**config.mk**
```make
export PLATFORM = sky130hd
export DESIGN_NAME = alu_issue
export DESIGN_NICKNAME = d
export VERILOG_FILES = /design/src/rtl/alu_issue.sv
export SDC_FILE = /design/constraint.sdc
export NUM_CORES = 1
export LEC_CHECK = 0
export BUFFER_PORTS_ARGS = -buffer_cell sky130_fd_sc_hd__buf_2
export CAP_MARGIN = 20
export CORE_MARGIN = 3
export CORE_UTILIZATION = 25
export DETAILED_ROUTE_END_ITERATION = 10
export HOLD_SLACK_MARGIN = 0.08
export PLACE_DENSITY = 0.56
export SLEW_MARGIN = 30
export SYNTH_ARGS = -nofsm -noshare
export SYNTH_HDL_FRONTEND = slang
export SYNTH_SLANG_ARGS = --single-unit
```
**constraint.sdc**
```tcl
create_clock -name clk -period 1.6 [get_ports clk]
set_input_delay 0.24 -clock clk [delete_from_list [all_inputs] [get_ports clk]]
set_output_delay 0.24 -clock clk [all_outputs]
set_load 0.005 [all_outputs]
```
**src/rtl/alu_issue.sv**
```systemverilog
`default_nettype none
// ============================================================================
// Module   : alu_issue
// Purpose  : ALU-op decode and operand select feeding a two-entry skid buffer
//            (valid/ready) toward the execute stage. Optional feature macro:
//            ALU_ISSUE_ILLEGAL_EN adds the out_illegal port.
// Revision : 1.0
// ============================================================================
module alu_issue #(
    parameter int DATA_WIDTH    = 32,
    parameter int OPCODE_LENGTH = 4
) (
    input  logic                     clk,
    input  logic                     rst_n,
    input  logic                     in_valid,
    output logic                     in_ready,
    input  logic [1:0]               ALUOp,
    input  logic [2:0]               Funct3,
    input  logic                     Funct7b5,
    input  logic                     ALUSrc,
    input  logic [DATA_WIDTH-1:0]    RD1,
    input  logic [DATA_WIDTH-1:0]    RD2,
    input  logic [DATA_WIDTH-1:0]    Imm,
    input  logic                     flush,
    output logic                     out_valid,
    input  logic                     out_ready,
    output logic [DATA_WIDTH-1:0]    SrcA,
    output logic [DATA_WIDTH-1:0]    SrcB,
`ifdef ALU_ISSUE_ILLEGAL_EN
    output logic                     out_illegal,
`endif
    output logic [OPCODE_LENGTH-1:0] Operation
);

    localparam logic [OPCODE_LENGTH-1:0] c_AND = OPCODE_LENGTH'(4'b0000);
    localparam logic [OPCODE_LENGTH-1:0] c_SUB = OPCODE_LENGTH'(4'b0001);
    localparam logic [OPCODE_LENGTH-1:0] c_ADD = OPCODE_LENGTH'(4'b0010);
    localparam logic [OPCODE_LENGTH-1:0] c_OR  = OPCODE_LENGTH'(4'b0011);
    localparam logic [OPCODE_LENGTH-1:0] c_XOR = OPCODE_LENGTH'(4'b0100);
    localparam logic [OPCODE_LENGTH-1:0] c_SLL = OPCODE_LENGTH'(4'b0101);
    localparam logic [OPCODE_LENGTH-1:0] c_SRL = OPCODE_LENGTH'(4'b0110);
    localparam logic [OPCODE_LENGTH-1:0] c_SRA = OPCODE_LENGTH'(4'b0111);
    localparam logic [OPCODE_LENGTH-1:0] c_EQ  = OPCODE_LENGTH'(4'b1000);
    localparam logic [OPCODE_LENGTH-1:0] c_SLT = OPCODE_LENGTH'(4'b1001);
    localparam logic [OPCODE_LENGTH-1:0] c_BAD = OPCODE_LENGTH'(4'b1111);

    logic [OPCODE_LENGTH-1:0] w_op;
    logic [DATA_WIDTH-1:0]    w_srcb;
    logic                     w_accept;
    logic                     w_consume;
    logic                     w_skid_valid_nxt;

    logic                     r_main_valid;
    logic [DATA_WIDTH-1:0]    r_main_a;
    logic [DATA_WIDTH-1:0]    r_main_b;
    logic [OPCODE_LENGTH-1:0] r_main_op;
    logic                     r_skid_valid;
    logic [DATA_WIDTH-1:0]    r_skid_a;
    logic [DATA_WIDTH-1:0]    r_skid_b;
    logic [OPCODE_LENGTH-1:0] r_skid_op;
    logic                     r_in_ready;

    always_comb begin
        w_op = c_BAD;
        case (ALUOp)
            2'b00: w_op = c_ADD;
            2'b01: begin
                case (Funct3)
                    3'b000, 3'b001: w_op = c_EQ;
                    3'b100:         w_op = c_SLT;
                    default:        w_op = c_BAD;
                endcase
            end
            default: begin
                // R-type and I-type share a table; only R-type honours SUB
                case (Funct3)
                    3'b000:  w_op = (ALUOp == 2'b10 && Funct7b5) ? c_SUB : c_ADD;
                    3'b001:  w_op = c_SLL;
                    3'b010:  w_op = c_SLT;
                    3'b100:  w_op = c_XOR;
                    3'b101:  w_op = Funct7b5 ? c_SRA : c_SRL;
                    3'b110:  w_op = c_OR;
                    3'b111:  w_op = c_AND;
                    default: w_op = c_BAD;
                endcase
            end
        endcase
    end

    assign w_srcb    = ALUSrc ? Imm : RD2;
    assign w_accept  = in_valid && r_in_ready;
    assign w_consume = r_main_valid && out_ready;

    // in_ready is only ever low while skid holds data, so an accept never
    // coincides with a valid skid entry.
    assign w_skid_valid_nxt = !w_consume && (r_skid_valid || (w_accept && r_main_valid));

    always_ff @(posedge clk or negedge rst_n) begin
        if (!rst_n) begin
            r_main_valid <= 1'b0;
            r_main_a     <= '0;
            r_main_b     <= '0;
            r_main_op    <= '0;
            r_skid_valid <= 1'b0;
            r_skid_a     <= '0;
            r_skid_b     <= '0;
            r_skid_op    <= '0;
            r_in_ready   <= 1'b1;
        end else if (flush) begin
            r_main_valid <= 1'b0;
            r_skid_valid <= 1'b0;
            r_in_ready   <= 1'b1;
        end else begin
            if (w_consume) begin
                if (r_skid_valid) begin
                    r_main_a  <= r_skid_a;
                    r_main_b  <= r_skid_b;
                    r_main_op <= r_skid_op;
                end else if (w_accept) begin
                    r_main_a  <= RD1;
                    r_main_b  <= w_srcb;
                    r_main_op <= w_op;
                end else begin
                    r_main_valid <= 1'b0;
                end
            end else if (w_accept) begin
                if (!r_main_valid) begin
                    r_main_valid <= 1'b1;
                    r_main_a     <= RD1;
                    r_main_b     <= w_srcb;
                    r_main_op    <= w_op;
                end else begin
                    r_skid_a  <= RD1;
                    r_skid_b  <= w_srcb;
                    r_skid_op <= w_op;
                end
            end
            r_skid_valid <= w_skid_valid_nxt;
            r_in_ready   <= !w_skid_valid_nxt;
        end
    end

    assign in_ready  = r_in_ready;
    assign out_valid = r_main_valid;
    assign SrcA      = r_main_a;
    assign SrcB      = r_main_b;
    assign Operation = r_main_op;

`ifdef ALU_ISSUE_ILLEGAL_EN
    // 1111 is never a legal code, so the stored opcode fully identifies illegality
    assign out_illegal = (r_main_op == c_BAD);
`endif

endmodule
`default_nettype wire
```
==> impl_metrics.py <==
metrics = {
    "route": {
        "first_pass_iters": 5,
        "vias": 5170,
        "route.detailed.drc": 0,
        "drt_iter0_drc": 250,
        "drtAntennaViolNets": 0,
        "viasPerCell": 4.34,
        "wl_per_cell_um": 14.8,
        "drt-total-wl_um": 17600,
    },
    "placement": {
        "portBuffers": 177,
        "dp_hpwl_um": 11100,
        "place_congestion": 0.733,
        "dpl_cell_area_um2": 7660,
    },
    "pwr": {
        "p_sw_mw": 2.93,
        "power_mw": 10.9,
        "vdd_ir_drop_max_mv": 0.584,
        "seq_power_share_pct": 44.4,
        "p_clk_share_pct": 36.3,
        "pwr-share-comb_pct": 19.3,
        "cellLeakagePower_nw": 4.21,
        "p_per_area_nw_per_um2": 1200,
        "p_int_mw": 7.96,
        "swShare_pct": 26.9,
    },
    "setup_path": {
        "rrSetupSlack_ns": -0.01,
        "cp_num_buf_inv": 2,
        "end_kind": "flip-flop",
        "path_class": "reg2reg",
        "path_max_fanout": 14,
        "critPathMaxStageDelay_ns": 0.55,
        "r2r_cells": 5,
        "cp_top_family": "flip-flops",
        "r2r-end": "r_skid_a[11]",
        "cpMaxStageDelayCell": "dfstp_2",
        "cp.arrival_ns": 1.90,
        "required_ns": 1.89,
        "path_cells": "nand2_4 -> nor3b_4 -> buf_6 -> buf_12 -> mux2_2",
        "start_kind": "flip-flop",
        "worstReg2RegStart": "in_ready",
    },
    "synth": {
        "ys.flop_type": "dfrtp_1",
        "synth_cell_types": 35,
        "ys_seq_elements": 139,
        "syn-num-nets": 732,
        "synth-edff-count": 0,
        "seq_area_frac_synth_pct": 56.7,
        "synth.cell_area_um2": 6130,
        "avgSynthCellArea_um2": 9.83,
        "synth.largest_area_cell": "dfrtp_1",
        "synth_common_cells": "138 x dfrtp_1, 102 x nand2_1, 102 x nor2_1",
        "synth.area.top_cells": "dfrtp_1 56%, nand2_1 6.2%, nor2_1 6.2%",
        "async_reset_ff_share_pct": 100,
        "synth_most_common_cell": "dfrtp_1",
        "synth_top_cell_area_share_pct": 56.3,
        "syn_inst": 624,
        "yosys_warnings": 0,
    },
    "timing": {
        "finalSetupViolCount": 6,
        "min_period_ns": 1.61,
        "whs_ns": 0.133,
        "fmax_mhz": 621,
        "relSlewSlack_pct": 66.7,
        "max_slew.worst_pin.slew_ns": 0.499,
        "finalHoldViolCount": 0,
        "fin_ws_ns": -0.0107,
        "finalCritPeriodShare_pct": 101,
        "skew_ns": 0.00857,
        "rsz0062_at_grt": "true",
        "slew_viol_final": 0,
    },
    "floorplan": {
        "rows": 56,
        "ios": 178,
        "die-width_um": 163,
        "initial_core_util_pct": 25.8,
        "die-height_um": 163,
        "coreArea_um2": 23800,
        "die_area_um2": 26500,
    },
    "run_status": {
        "status": "finished with violations",
        "violations": "negative setup slack",
    },
    "finish": {
        "final_nets": 966,
        "utilization_pct": 38.0,
        "fin_area_um2": 9050,
        "area_delta_synth_final_pct": 47.6,
        "final_layout_size_suffix_gt1_share_pct": 37.4,
    },
    "global_route": {
        "overflow": 0,
        "grt_pass1_vias": 4977,
        "grtUsageTotal_pct": 12.9,
        "antenna_found_initial": 1,
        "grt_pass1_wl_um": 26700,
        "grt_max_degree": 70,
    },
    "clock_tree": {
        "cts_tree": "built",
        "clockBufferDepth": 2,
        "clock-sinks": 139,
        "ctsHtreeMaxLevel": 4,
        "cts_buffers": 17,
        "clock_latency_ns": 0.42,
        "root_buffer": "clkbuf_16",
        "clkSlewWorstSetupHoldPaths_ns": 0.06,
    },
    "job": {
        "maxCapViolations": 0,
    },
    "hold_path": {
        "hold_path.startpoint": "RD2[11]",
        "min_to": "r_skid_b[11]",
        "holdPathStages": 3,
        "hp-class": "in2reg",
    },
}
==> cell type report <==
type                       instances  area, µm²
antenna                            1       2.50
clock buffer                      21        480
clock inverter                    10        116
fill                            2377      14800
inverter                           2       7.51
multi-input combinational        439       2570
sequential                       139       3480
tap                              319        399
timing repair buffer             259       2000
==> routing by layer <==
metal / part of all wire, % / GRT usage, % / vias up / routed length [µm]
li1: - / - / 2595 / -
met2: 48 / 21.0 / 117 / 8530
met5: 0 / 0 / - / 0
met3: 4.2 / 2.52 / 14 / 743
met4: 1.4 / 4.88 / 0 / 248
met1: 46 / 17.1 / 2444 / 8090
==> kinds of logic after synthesis <==
logic type / Yosys count / share of synthesized area [%]
and+or+nand+nor: 221 / 14.7
DFF: 139 / 56.7
buffers and inverters: 46 / 3.61
muxes: 66 / 11.5
xor gates and xnor gates: 1 / 0.143
AOI/OAI and AO/OA: 151 / 13.4
==> worst min-delay path: cells and delay by family <==
kind | cells | cell delay [ns]
AO/OA/AOI/OAI | 1 | 0.12
buffers and inverters | 1 | 0.07
multiplexers | 1 | 0.07
==> sequential cells by signal (all words and copies together), names as in the netlist <==
name,cells
r_skid_valid,1
r_skid_a,32
r_skid_op,4
Operation,4
in_ready,1
SrcA,32
r_skid_b,32
SrcB,32
out_valid,1
==> placed cells by master, fill, tap and decap left out, types with 2 or more instances in the layout <==
cell type	netlist	final
mux2_2	34	33
nand2_1	102	100
nor2_1	102	79
buf_16	0	3
buf_2	18	176
clkbuf_16	0	23
clkinv_2	0	2
a31oi_1	33	33
buf_4	3	14
nor2b_1	3	3
clkinvlp_4	0	5
o21ai_0	41	33
a21oi_1	71	71
dfrtp_1	138	138
bufinv_16	0	2
mux2i_1	32	32
dlygate4sd3_1	0	34
buf_6	2	9
nor2_4	0	11
inv_1	2	2
clkbuf_8	0	4
and2b_2	2	2
o21ai_1	0	8
buf_12	0	16
nor2_2	0	12
==> power by group through the flow <==
stage	clock network, mW	registers (mW)	logic [mW]
floorplan	0	4.81	0.982
global placement	0	4.83	1.85
detailed placement	0	4.84	1.90
CTS	4.07	4.79	2.00
global route	4.28	4.94	2.38
finish	3.95	4.83	2.11
==> metrics by stage <==
stage | setup slack (ns) | setup TNS [ns] | instances
floorplan | 0.0138 | 0 | 624
global placement | -0.00818 | -0.154 | 1109
detailed placement | -0.0433 | -0.899 | 1109
CTS | 0.00528 | 0 | 1179
global route | -0.0776 | -4.47 | 1190
finish | -0.0107 | -0.0148 | 1190
==> what timing repair did <==
action / CTS / global route
pin swaps: 1 / 0
resized for setup: 6 / 54
endpoints found under the setup margin: 59 / 122
cloned: 3 / 7
hold buffers: 34 / 0
hold endpoints to repair: 98 / 0
setup buffers: 2 / 3
==> how the worst max path moves through the flow <==
stage / from / endpoint / slack, ns / cells past startpoint
floorplan: in_ready / r_skid_a[12] / 0.01 / 5
global placement: in_ready / r_skid_a[31] / -0.008 / 4
detailed placement: in_ready / r_skid_a[13] / -0.04 / 4
CTS: in_ready / r_skid_a[16] / 0.005 / 5
global route: out_valid / SrcB[28] / -0.08 / 6
finish: in_ready / r_skid_a[11] / -0.01 / 5
No activity file was read; power rests on OpenSTA's default activity.
